==> src/rtl/pong_game_engine.sv <==
// rtl/pong_game_engine.sv - frame-rate Pong game-state engine
// Owns paddles, ball motion, scores and serve/point/game-over sequencing; advances once per frame_tick.
module pong_game_engine #(
  parameter int H_PERIOD     = 640,
  parameter int V_PERIOD     = 480,
  parameter int BORDER       = 10,
  parameter int PADDLE_LEN   = 50,
  parameter int PADDLE_THICK = 10,
  parameter int PADDLE_X_OFS = 40,
  parameter int BALL_SIDE    = 10,
  parameter int PADDLE_STEP  = 4,
  parameter int BALL_SPEED   = 2,
  parameter int PAUSE_FRAMES = 60,
  parameter int WIN_SCORE    = 9
) (
  input  logic        clk,
  input  logic        rst,
  input  logic        frame_tick,
  input  logic        btn_p1_up,
  input  logic        btn_p1_down,
  input  logic        btn_p2_up,
  input  logic        btn_p2_down,
  input  logic        btn_serve,
  output logic [11:0] paddle_1,
  output logic [11:0] paddle_2,
  output logic [11:0] ball_x,
  output logic [11:0] ball_y,
  output logic [3:0]  score_1,
  output logic [3:0]  score_2,
  output logic [1:0]  state,
  output logic        game_over
);

  localparam int W  = 13;
  localparam int CW = $clog2(PAUSE_FRAMES + 1);

  localparam logic [W-1:0] STEP_W      = W'(PADDLE_STEP);
  localparam logic [W-1:0] SPEED_W     = W'(BALL_SPEED);
  localparam logic [W-1:0] SIDE_W      = W'(BALL_SIDE);
  localparam logic [W-1:0] LEN_W       = W'(PADDLE_LEN);
  localparam logic [W-1:0] BORDER_W    = W'(BORDER);
  localparam logic [W-1:0] PADDLE_HOME = W'((V_PERIOD - PADDLE_LEN) / 2);
  localparam logic [W-1:0] PADDLE_MAX  = W'(V_PERIOD - BORDER - PADDLE_LEN);
  localparam logic [W-1:0] PADDLE_LIFT = W'(BORDER + PADDLE_STEP);
  localparam logic [W-1:0] BALL_X0     = W'((H_PERIOD - BALL_SIDE) / 2);
  localparam logic [W-1:0] BALL_Y0     = W'((V_PERIOD - BALL_SIDE) / 2);
  localparam logic [W-1:0] BALL_Y_MAX  = W'(V_PERIOD - BORDER - BALL_SIDE);
  localparam logic [W-1:0] EDGE_LO     = W'(BORDER + BALL_SPEED);
  localparam logic [W-1:0] FACE_1      = W'(PADDLE_X_OFS + PADDLE_THICK);
  localparam logic [W-1:0] STOP_2      = W'(H_PERIOD - PADDLE_X_OFS - PADDLE_THICK - BALL_SIDE - 1);
  localparam logic [W-1:0] X_MISS_R    = W'(H_PERIOD - BORDER - BALL_SIDE);

  typedef enum logic [1:0] {
    S_IDLE      = 2'd0,
    S_PLAY      = 2'd1,
    S_POINT     = 2'd2,
    S_GAME_OVER = 2'd3
  } state_t;

  state_t        state_q;
  logic          dx_right;
  logic          dy_down;
  logic [CW-1:0] pause_cnt;

  // Lower limit is checked before subtracting so a paddle never wraps past the border.
  function automatic logic [11:0] paddle_next(input logic [11:0] p, input logic up, input logic dn);
    logic [W-1:0] pw;
    pw = {1'b0, p};
    if (up && !dn)
      paddle_next = (pw >= PADDLE_LIFT) ? 12'(pw - STEP_W) : 12'(BORDER_W);
    else if (dn && !up)
      paddle_next = (pw + STEP_W <= PADDLE_MAX) ? 12'(pw + STEP_W) : 12'(PADDLE_MAX);
    else
      paddle_next = p;
  endfunction

  function automatic logic overlaps(input logic [W-1:0] by, input logic [W-1:0] py);
    overlaps = (by + SIDE_W > py) && (by < py + LEN_W);
  endfunction

  logic [W-1:0] bx, by, bx_fwd;
  logic         miss_l, miss_r, hit_1, hit_2, hit_top, hit_bottom;
  logic [3:0]   score_1_inc, score_2_inc;

  always_comb begin
    bx          = {1'b0, ball_x};
    by          = {1'b0, ball_y};
    bx_fwd      = dx_right ? bx + SPEED_W : bx - SPEED_W;
    miss_l      = !dx_right && (bx <= EDGE_LO);
    miss_r      = dx_right && (bx_fwd >= X_MISS_R);
    hit_1       = !dx_right && (bx >= FACE_1) && (bx_fwd <= FACE_1) && overlaps(by, {1'b0, paddle_1});
    hit_2       = dx_right && (bx <= STOP_2) && (bx_fwd >= STOP_2) && overlaps(by, {1'b0, paddle_2});
    hit_bottom  = dy_down && (by + SPEED_W >= BALL_Y_MAX);
    hit_top     = !dy_down && (by <= EDGE_LO);
    score_1_inc = score_1 + 4'd1;
    score_2_inc = score_2 + 4'd1;
  end

  always_ff @(posedge clk) begin
    if (rst) begin
      paddle_1  <= 12'(PADDLE_HOME);
      paddle_2  <= 12'(PADDLE_HOME);
      ball_x    <= 12'(BALL_X0);
      ball_y    <= 12'(BALL_Y0);
      score_1   <= '0;
      score_2   <= '0;
      state_q   <= S_IDLE;
      game_over <= 1'b0;
      dx_right  <= 1'b1;
      dy_down   <= 1'b1;
      pause_cnt <= '0;
    end else begin
      if (frame_tick) begin
        paddle_1 <= paddle_next(paddle_1, btn_p1_up, btn_p1_down);
        paddle_2 <= paddle_next(paddle_2, btn_p2_up, btn_p2_down);
      end
      case (state_q)
        S_IDLE: begin
          if (btn_serve) state_q <= S_PLAY;
        end
        S_PLAY: begin
          if (frame_tick) begin
            // A miss outranks any wall bounce on the same frame; direction is kept for the next serve.
            if (miss_l || miss_r) begin
              ball_x    <= 12'(BALL_X0);
              ball_y    <= 12'(BALL_Y0);
              pause_cnt <= '0;
              if (miss_r) begin
                score_1 <= score_1_inc;
                if (score_1_inc == 4'(WIN_SCORE)) begin
                  state_q   <= S_GAME_OVER;
                  game_over <= 1'b1;
                end else begin
                  state_q <= S_POINT;
                end
              end else begin
                score_2 <= score_2_inc;
                if (score_2_inc == 4'(WIN_SCORE)) begin
                  state_q   <= S_GAME_OVER;
                  game_over <= 1'b1;
                end else begin
                  state_q <= S_POINT;
                end
              end
            end else begin
              if (hit_1) begin
                ball_x   <= 12'(FACE_1);
                dx_right <= 1'b1;
              end else if (hit_2) begin
                ball_x   <= 12'(STOP_2);
                dx_right <= 1'b0;
              end else begin
                ball_x <= 12'(bx_fwd);
              end
              if (hit_bottom) begin
                ball_y  <= 12'(BALL_Y_MAX);
                dy_down <= 1'b0;
              end else if (hit_top) begin
                ball_y  <= 12'(BORDER_W);
                dy_down <= 1'b1;
              end else begin
                ball_y <= dy_down ? 12'(by + SPEED_W) : 12'(by - SPEED_W);
              end
            end
          end
        end
        S_POINT: begin
          if (frame_tick) begin
            pause_cnt <= pause_cnt + CW'(1);
            if (pause_cnt == CW'(PAUSE_FRAMES - 1)) state_q <= S_IDLE;
          end
        end
        S_GAME_OVER: begin
          if (btn_serve) begin
            score_1   <= '0;
            score_2   <= '0;
            state_q   <= S_IDLE;
            game_over <= 1'b0;
          end
        end
        default: state_q <= S_IDLE;
      endcase
    end
  end

  assign state = state_q;

endmodule

==> config.mk <==
export PLATFORM = sky130hd
export DESIGN_NAME = pong_game_engine
export DESIGN_NICKNAME = d
export VERILOG_FILES = /design/src/rtl/pong_game_engine.sv
export SDC_FILE = /design/constraint.sdc
export NUM_CORES = 1
export LEC_CHECK = 0
export CAP_MARGIN = 20
export CORE_MARGIN = 2
export CORE_UTILIZATION = 25
export CTS_CLUSTER_SIZE = 16
export DETAILED_ROUTE_END_ITERATION = 16
export MAX_ROUTING_LAYER = met4
export PLACE_DENSITY = 0.52
export SLEW_MARGIN = 40
export SYNTH_ARGS = -nofsm -noshare
export SYNTH_HDL_FRONTEND = slang
export SYNTH_SLANG_ARGS = --single-unit
==> constraint.sdc <==
create_clock -name clk -period 6 [get_ports clk]
set_clock_uncertainty 0.05 [all_clocks]
set_input_delay 0.9 -clock clk [delete_from_list [all_inputs] [get_ports clk]]
set_output_delay 0.9 -clock clk [all_outputs]
set_load 0.05 [all_outputs]
== After elaboration in Yosys (flattened, before gate mapping) ==
Index checks and enable logic that the tools add are counted.
Operators by class
  add/subtract/negate cells: 14
  $lt $le $gt $ge: 16
  eq/ne operators: 16
  multiplexer cells: 50
  bitwise operators: 1
  reductions and logical operators: 40
Operators with widths (count)
  12-bit 2-to-1 mux: 15
  4-bit 2-to-1 mux: 7
  12-bit by 2-bit adder with 13-bit output (second input constant): 2
  12-bit by 3-bit adder with 13-bit output (second input constant): 2
  12-bit by 6-bit adder with 13-bit output (second input constant): 2
  13-bit by 10-bit >= comparator with 1-bit output (second input constant): 2
  13-bit by 12-bit > comparator with 1-bit output: 2
  13-bit by 9-bit less-or-equal comparator with 1-bit output (second input constant): 2
  12-bit by 13-bit < comparator with 1-bit output: 2
  12-bit by 4-bit >= comparator with 1-bit output (second input constant): 2
  12-bit by 4-bit less-or-equal comparator with 1-bit output (second input constant): 2
  12-bit by 3-bit subtractor with 12-bit output (second input constant): 2
  6-bit 2-to-1 mux: 3
  1-bit logical AND: 16
  2-bit inequality test (second input constant): 8
  4-bit one-hot mux with 2 select lines: 2
  2-bit 2-to-1 mux: 7
  12-bit by 4-bit adder with 13-bit output (second input constant): 1
  13-bit by 9-bit >= comparator with 1-bit output (second input constant): 1
  13-bit by 6-bit less-or-equal comparator with 1-bit output (second input constant): 1
  13-bit 2-to-1 mux: 1
  12-bit by 2-bit subtractor with 13-bit output (second input constant): 1
  12-bit by 6-bit >= comparator with 1-bit output (second input constant): 1
  12-bit by 10-bit less-or-equal comparator with 1-bit output (second input constant): 1
  21 further kinds: 52
Storage, ports and cells
  bits in registers: 67
  input bits: 8
  output and inout port bits: 59

== Longest topological paths before layout ==
Gate-level depths: netlist (run 1).
  word-level depth: 8
  mapped depth: 17
  gate-level depth less buffers: 14

== Least setup slack after synthesis (run 1) ==
Ideal clock, no wire load.
  path kind: register -> register
  from: reg ball_y[7]
  to: reg ball_x[0]
  arrival time: 3.488 ns
  required time: 5.830 ns
  slack: 2.342 ns
  stages on the path, launching flop included: 18
  path buffers: 4
  clock period less this slack: 3.658 ns
  cells stage by stage: dfxtp_1 buf_4 and3_1 clkbuf_2 and3_1 buf_2 o2111ai_1 xnor2_1 ha_1 nand4_1 or3_1 o21ai_0 a31oi_1 a41o_1 o211a_1 buf_6 o21a_1 a211o_1
On the way
  word-level cells in the longest chain between the ends: 7
RTL lines
  start: declaration: line 27  | output logic [11:0] ball_y,
  start signal: assignment: line 104  | ball_y <= 12'(BALL_Y0);
  start signal: assignment: line 126  | ball_y <= 12'(BALL_Y0);
  start signal: assignment: line 156  | ball_y <= 12'(BALL_Y_MAX);
  12-bit by 4-bit adder with 13-bit output: line 78  | overlaps = (by + SIDE_W > py) && (by < py + LEN_W);
  13-bit by 12-bit > comparator with 1-bit output: line 78
  1-bit logical AND: line 78
  1-bit logical AND: line 92  | hit_2 = dx_right && (bx <= STOP_2) && (bx_fwd >= STOP_2) && overlaps(by, {1'b0, paddle_2});
  12-bit 2-to-1 mux: line 149  | end else if (hit_2) begin
  12-bit 2-to-1 mux *: line 146  | if (hit_1) begin
  12-bit 2-to-1 mux *: line 124  | if (miss_l || miss_r) begin
  end signal: assignment: line 125  | ball_x <= 12'(BALL_X0);
  end signal: assignment: line 147  | ball_x <= 12'(FACE_1);
  end signal: assignment: line 150  | ball_x <= 12'(STOP_2);
  end: declaration: line 26  | output logic [11:0] ball_x,
Mark *: on every way between the ends. The rest lies on a longest branch, timed or not.
A chain may end at the register's enable or synchronous reset.

== Final worst setup path (run 1) ==
  from: reg ball_y[5]
  to: reg ball_x[5]
Same word-level chain as after synthesis.

==> run_results.csv, run 1 <==
group,metric,value,unit
status,status,"completed",
placed_design,pre_cts_ws,1.92,ns
yosys,synthXorXnorAreaFrac,5.37,%
yosys,synthTopCellsByArea,"dfxtp_1, ha_1, a21oi_1, xnor2_1, o21ai_0",
finish,fillers,3081,
job,drv_cap,0,
critical_path,ff2ff_setup_slack,1.84,ns
clocking,postCtsHoldBufs,0,
timing,tightest_slew,0.803,ns
yosys,ys_warn_count,0,
yosys,synthArstFlopShare,0,%
detailed_routing,routed_via_density,5.38,
die,die_area,0.0301,mm^2
clocking,cts_tree,"done",
finish,syn2layout_area_growth,16.2,%
yosys,ys_seq_elements,67,
hold_path,min_from,"ball_y[0]",
detailed_routing,routedWlPerCell,17.4,um
placed_design,hpwl,17.5,mm
clocking,clockBufferDepth,2,
timing,finalHoldViolations,0,
critical_path,cp-start-kind,"register",
die,rows,62,
grt,antenna_found_initial,0,
critical_path,crit_start,"ball_y[5]",
yosys,synth_area,0.00718,mm^2
detailed_routing,drc,0,
yosys,avgSynthCellArea,7.49,um^2
die,fp.dieW,173,um
finish,regArea,0.00134,mm^2
finish,nets,1058,
yosys,seq_area_frac_synth,18.7,%
clocking,clockRootBuffer,"clkbuf_16",
grt,grt_usage,15.9,%
yosys,ys_types,93,
yosys,synth_top_cell_area_share,18.7,%
detailed_routing,drt_wl_total,23.6,mm
critical_path,cp_max_fo,17,
clocking,post_cts_buffers,0,
finish,layout-drive-gt1-share,5.53,%
timing,min_period_over_period,69.3,%
detailed_routing,num_vias,7323,
yosys,synth_common_cells,"ha_1, nand2_1, nor2_1",
detailed_routing,ant_nets,0,
finish,design_area,0.00834,mm^2
die,die_height,173,um
die,core,0.0285,mm^2
detailed_routing,firstDrtPassIters,5,
clocking,cts_resized,0,
timing,tns,0,ns
yosys,synthMuxAreaShare,1.12,%
critical_path,cp.arrival,4.34,ns
yosys,synth-edff-count,0,
timing,fmax,0.240,GHz
grt,grt_pass1_vias,6902,
timing,grt_setup_unrepaired,"no",
placed_design,placed_area,0.00802,mm^2
power,ir_drop,0.0897,mV
clocking,h-tree-depth,3,
detailed_routing,dr.first_iter.drc_count,633,
clocking,cts.sinks,67,
critical_path,critPathRequiredTime,6.18,ns
yosys,synth_top_area_cell,"dfxtp_1",
clocking,worstSkewPairLatency,0.35,ns
timing,fin_crit,4.16,ns
timing,timing.hold.ws,0.447,ns
yosys,synth_adder_area_share,13.7,%
clocking,path_clk_slew,0.06,ns
critical_path,cp-end-kind,"register",
clocking,cts_buffers,9,
timing,slew_violations,0,
grt,grt_max_degree,27,
critical_path,critPathKind,"reg -> reg",
yosys,synth_compound_area_share,30.3,%
grt,grt_pass1_wl,37.7,mm
die,num_io_pins,67,
yosys,synth_top_family_by_area,"compound AO/OA/AOI/OAI gates",
yosys,synthSimpleGateAreaFrac,23.2,%
die,start_util,25.2,%
yosys,syn_inst,958,
grt,gr-total-overflow,0,
timing,layout_setup_ws,1.84,ns
placed_design,port_buffers,66,
power,p_leak,3.08,nW
yosys,synth_flop_cell,"dfxtp_1",
finish,num_antenna_cells,0,
timing,setup_violations,0,
yosys,syn_nets,1044,
power,p_per_area,184,mW/mm^2
hold_path,worst_hold_path_type,"reg -> reg",
timing,max_slew_margin,46.2,%
finish,multi_input_area,0.00530,mm^2
placed_design,gp_congestion,0.883,
critical_path,reg2reg_from,"ball_y[5]",
## layout make-up
type	count	share of cell area (%)
Clock buffer	10	2.74
Clock inverter	6	1.08
Timing Repair Buffer	69	8.13
Inverter	59	2.65
Tap cell	384	5.76
Multi-Input combinational cell	766	63.6
Sequential cell	67	16.1
## sequential cells by signal (all words and copies together) (netlist names)
name / flops
ball_x: 12
ball_y: 12
paddle_1: 12
paddle_2: 12
pause_cnt: 6
score_1: 4
score_2: 4
state: 2
dx_right: 1
dy_down: 1
game_over: 1
## stage by stage
step	cells	util, %	power [W]
2_1_floorplan	958	-	0.000824
3_3_place_gp	1345	28.1	0.000949
3_5_place_dp	1345	28.2	0.000948
4_1_cts	1361	29.3	0.00154
5_1_grt	1361	29.3	0.00161
6_report	1361	29.3	0.00153
## critical path: stages (launching register included)
cell and delay [ns]:
dfxtp_1 0.78, and3_1 0.50, and3_1 0.38, o2111ai_1 0.18
xnor2_1 0.23, ha_1 0.34, nand4_1 0.08, or3_1 0.34
a22o_1 0.19, a31oi_1 0.33, nor4_4 0.12, or3_4 0.35
o32a_1 0.17
## path summary, 6_finish.rpt
check,end,depth (start not counted)
max,ball_x[5],12
min,ball_y[0],2
max reg2reg,ball_x[5],12
min reg2reg,ball_y[0],2
## placed cells by master (no fill, tap or decap), types with 5 or more instances in the layout
| cell | synthesis | routed |
|---|---|---|
| nor2b_1 | 8 | 8 |
| a21oi_1 | 72 | 72 |
| a211o_1 | 7 | 7 |
| clkbuf_16 | 0 | 9 |
| ha_1 | 77 | 77 |
| o21ai_1 | 6 | 6 |
| clkdlybuf4s50_1 | 0 | 65 |
| nor2_1 | 73 | 73 |
| inv_1 | 56 | 56 |
| a21o_1 | 10 | 10 |
| o211ai_1 | 17 | 17 |
| nand2_1 | 77 | 77 |
| a2111oi_0 | 6 | 6 |
| xnor2_1 | 39 | 39 |
| and3_1 | 18 | 18 |
| nand2b_1 | 7 | 7 |
| nand4_1 | 23 | 23 |
| a31oi_1 | 28 | 28 |
| o2111ai_1 | 6 | 6 |
| nor4_1 | 11 | 11 |
| nor3b_1 | 7 | 7 |
| xor2_1 | 5 | 5 |
| o21a_1 | 10 | 10 |
| nand3_1 | 42 | 42 |
| mux2i_1 | 8 | 7 |
| a211oi_1 | 6 | 6 |
| dfxtp_1 | 67 | 67 |
| and2_1 | 6 | 6 |
| nor3_1 | 29 | 29 |
| o31ai_1 | 10 | 10 |
| o21ai_0 | 59 | 59 |
## kinds of logic (layout without fill, tap and decap cells)
logic type / Yosys count / in the layout
AOI/OAI and AO/OA: 312 / 312
xor gates and xnor gates: 44 / 44
adders and majority gates: 78 / 78
buffers and inverters: 125 / 144
DFF: 67 / 67
muxes: 8 / 8
and+or+nand+nor: 324 / 324
## layer usage
metal  vias to the layer above  track usage, %  wire (um)
li1                       3602               -          -
met1                      3499            20.5      10900
met2                       187            25.2      11000
met3                        35            2.39       1070
met4                         0            5.93        675
met5                         -               -          0
## report_power, final
| part | total, W | internal [W] | switching (W) |
|---|---|---|---|
| sequential | 0.000512 | 0.000459 | 0.0000524 |
| combinational | 0.000433 | 0.000162 | 0.000271 |
| clock | 0.000590 | 0.000365 | 0.000225 |
| total | 0.00153 | 0.000986 | 0.000549 |
Note: power is estimated with default switching activity, not from simulation.
==> inputs of run 2 (changes only) <==
--- a/config.mk
+++ b/config.mk
@@ -11,7 +11,7 @@
 export CTS_CLUSTER_SIZE = 16
 export DETAILED_ROUTE_END_ITERATION = 16
 export MAX_ROUTING_LAYER = met4
-export PLACE_DENSITY = 0.52
+export PLACE_DENSITY = 0.54
 export SLEW_MARGIN = 40
 export SYNTH_ARGS = -nofsm -noshare
 export SYNTH_HDL_FRONTEND = slang
==> constraint.sdc (replaced) <==
create_clock -name clk -period 3.71 [get_ports clk]
set_clock_uncertainty 0.05 [all_clocks]
set_input_delay 0.5565 -clock clk [delete_from_list [all_inputs] [get_ports clk]]
set_output_delay 0.5565 -clock clk [all_outputs]
set_load 0.05 [all_outputs]
==> run_results.csv, run 2 (same netlist as run 1, synthesis figures left out) <==
group,metric,value,unit
status,status,"completed",
detailed_routing,firstDrtPassIters,7,
die,num_io_pins,67,
critical_path,critPathRequiredTime,3.88,ns
grt,grt_usage,15.7,%
clocking,clockRootBuffer,"clkbuf_16",
clocking,postCtsHoldBufs,0,
clocking,clockBufferDepth,2,
hold_path,hold_depth,2,
clocking,cts.sinks,67,
finish,num_antenna_cells,0,
power,ir_drop,0.143,mV
timing,fmax,0.295,GHz
finish,final_cell_mix,"nand2_1, ha_1, nor2_1, a21oi_1, dfxtp_1",
clocking,h-tree-depth,3,
clocking,worstSkewPairLatency,0.35,ns
placed_design,port_buffers,66,
timing,max_slew_margin,55.8,%
timing,grt_setup_unrepaired,"no",
job,drv_cap,0,
detailed_routing,ant_nets,0,
timing,tightest_slew,0.660,ns
grt,grt_pass1_wl,37.7,mm
detailed_routing,num_vias,7426,
power,p_leak,3.27,nW
die,die_height,173,um
detailed_routing,dr.first_iter.drc_count,670,
critical_path,cp_max_fo,10,
placed_design,gp_congestion,0.905,
critical_path,cp-start-kind,"register",
placed_design,placed_area,0.00834,mm^2
timing,min_period_over_period,91.3,%
hold_path,worst_hold_path_type,"reg -> reg",
die,fp.dieW,173,um
grt,gr-total-overflow,0,
power,total_power,0.00245,W
grt,grt_max_degree,33,
clocking,path_clk_slew,0.06,ns
clocking,cts_buffers,9,
detailed_routing,routed_via_density,5.29,
die,rows,62,
grt,grt_pass1_vias,7072,
timing,setup_violations,0,
critical_path,cp-end-kind,"register",
grt,antenna_found_initial,0,
finish,syn2layout_area_growth,20.3,%
critical_path,critPathKind,"reg -> reg",
finish,nets,1101,
power,p_per_area,283,mW/mm^2
timing,tns,0,ns
die,die_area,0.0301,mm^2
clocking,cts_tree,"done",
timing,slew_violations,0,
detailed_routing,drc,0,
detailed_routing,drt_wl_total,23.4,mm
critical_path,rr_worst_depth,11,
critical_path,cp.arrival,3.55,ns
detailed_routing,routedWlPerCell,16.7,um
timing,finalHoldViolations,0,
finish,layout-drive-gt1-share,9.42,%
finish,design_area,0.00864,mm^2
die,start_util,25.2,%
die,core,0.0285,mm^2
timing,fin_crit,3.39,ns
placed_design,hpwl,17.8,mm
[run 2: final timing paths]
path                              startpoint            to  slack (ns)
worst max-delay path               ball_x[2]     ball_y[2]        0.32
worst min-delay path            pause_cnt[1]  pause_cnt[1]        0.45
worst max register to register     ball_x[2]     ball_y[2]        0.32
worst min register to register  pause_cnt[1]  pause_cnt[1]        0.45
[run 2: per-stage QoR]
| stage | utilization, % | instances | hold slack (ns) | worst slack (ns) |
|---|---|---|---|---|
| finish | 30.3 | 1403 | 0.452 | 0.323 |
| global route | 30.3 | 1403 | 0.493 | 0.0699 |
| CTS | 30.3 | 1403 | 0.453 | 0.265 |
| detailed placement | 29.3 | 1388 | 0.442 | 0.293 |
| global placement | 29.3 | 1388 | 0.435 | 0.378 |
| floorplan | - | 958 | 0.421 | 0.0522 |
[run 2: area by class of cell]
class,instances,area (um^2)
clock inverters,4,51.3
multi-input cells,766,5300
well taps,384,480
clock buffers,11,243
fillers,3038,19800
inverters,59,221
flip-flops and latches,67,1340
repair buffers,112,1000
[run 2: power breakdown]
group          leakage [nW]  switching (W)  internal, W
Clock                 0.142       0.000349     0.000535
Combinational          2.59       0.000487     0.000295
Sequential            0.544      0.0000364     0.000743
Total                  3.27       0.000872      0.00157
[run 2: metal layers]
metal | GRT usage [%] | part of all wire, %
met1 | 20.2 | 47
met2 | 24.7 | 46
met3 | 2.24 | 4.3
met4 | 6.71 | 3.4
met5 | - | 0
[run 2: worst max-delay path, stage by stage, from the launching register on]
cell and delay, ns:
dfxtp_1 0.48, inv_1 0.10, fa_1 0.45, nand2b_2 0.25
a2111oi_0 0.42, a311oi_1 0.09, a311o_1 0.38, a21boi_2 0.27
o21ai_2 0.23, o21ai_1 0.32, buf_4 0.19, a21oi_1 0.04
[run 2: what timing repair did]
action | CTS | global route
gates resized for setup | 0 | 1
setup endpoints to repair | 0 | 1
buffers inserted | 0 | 0
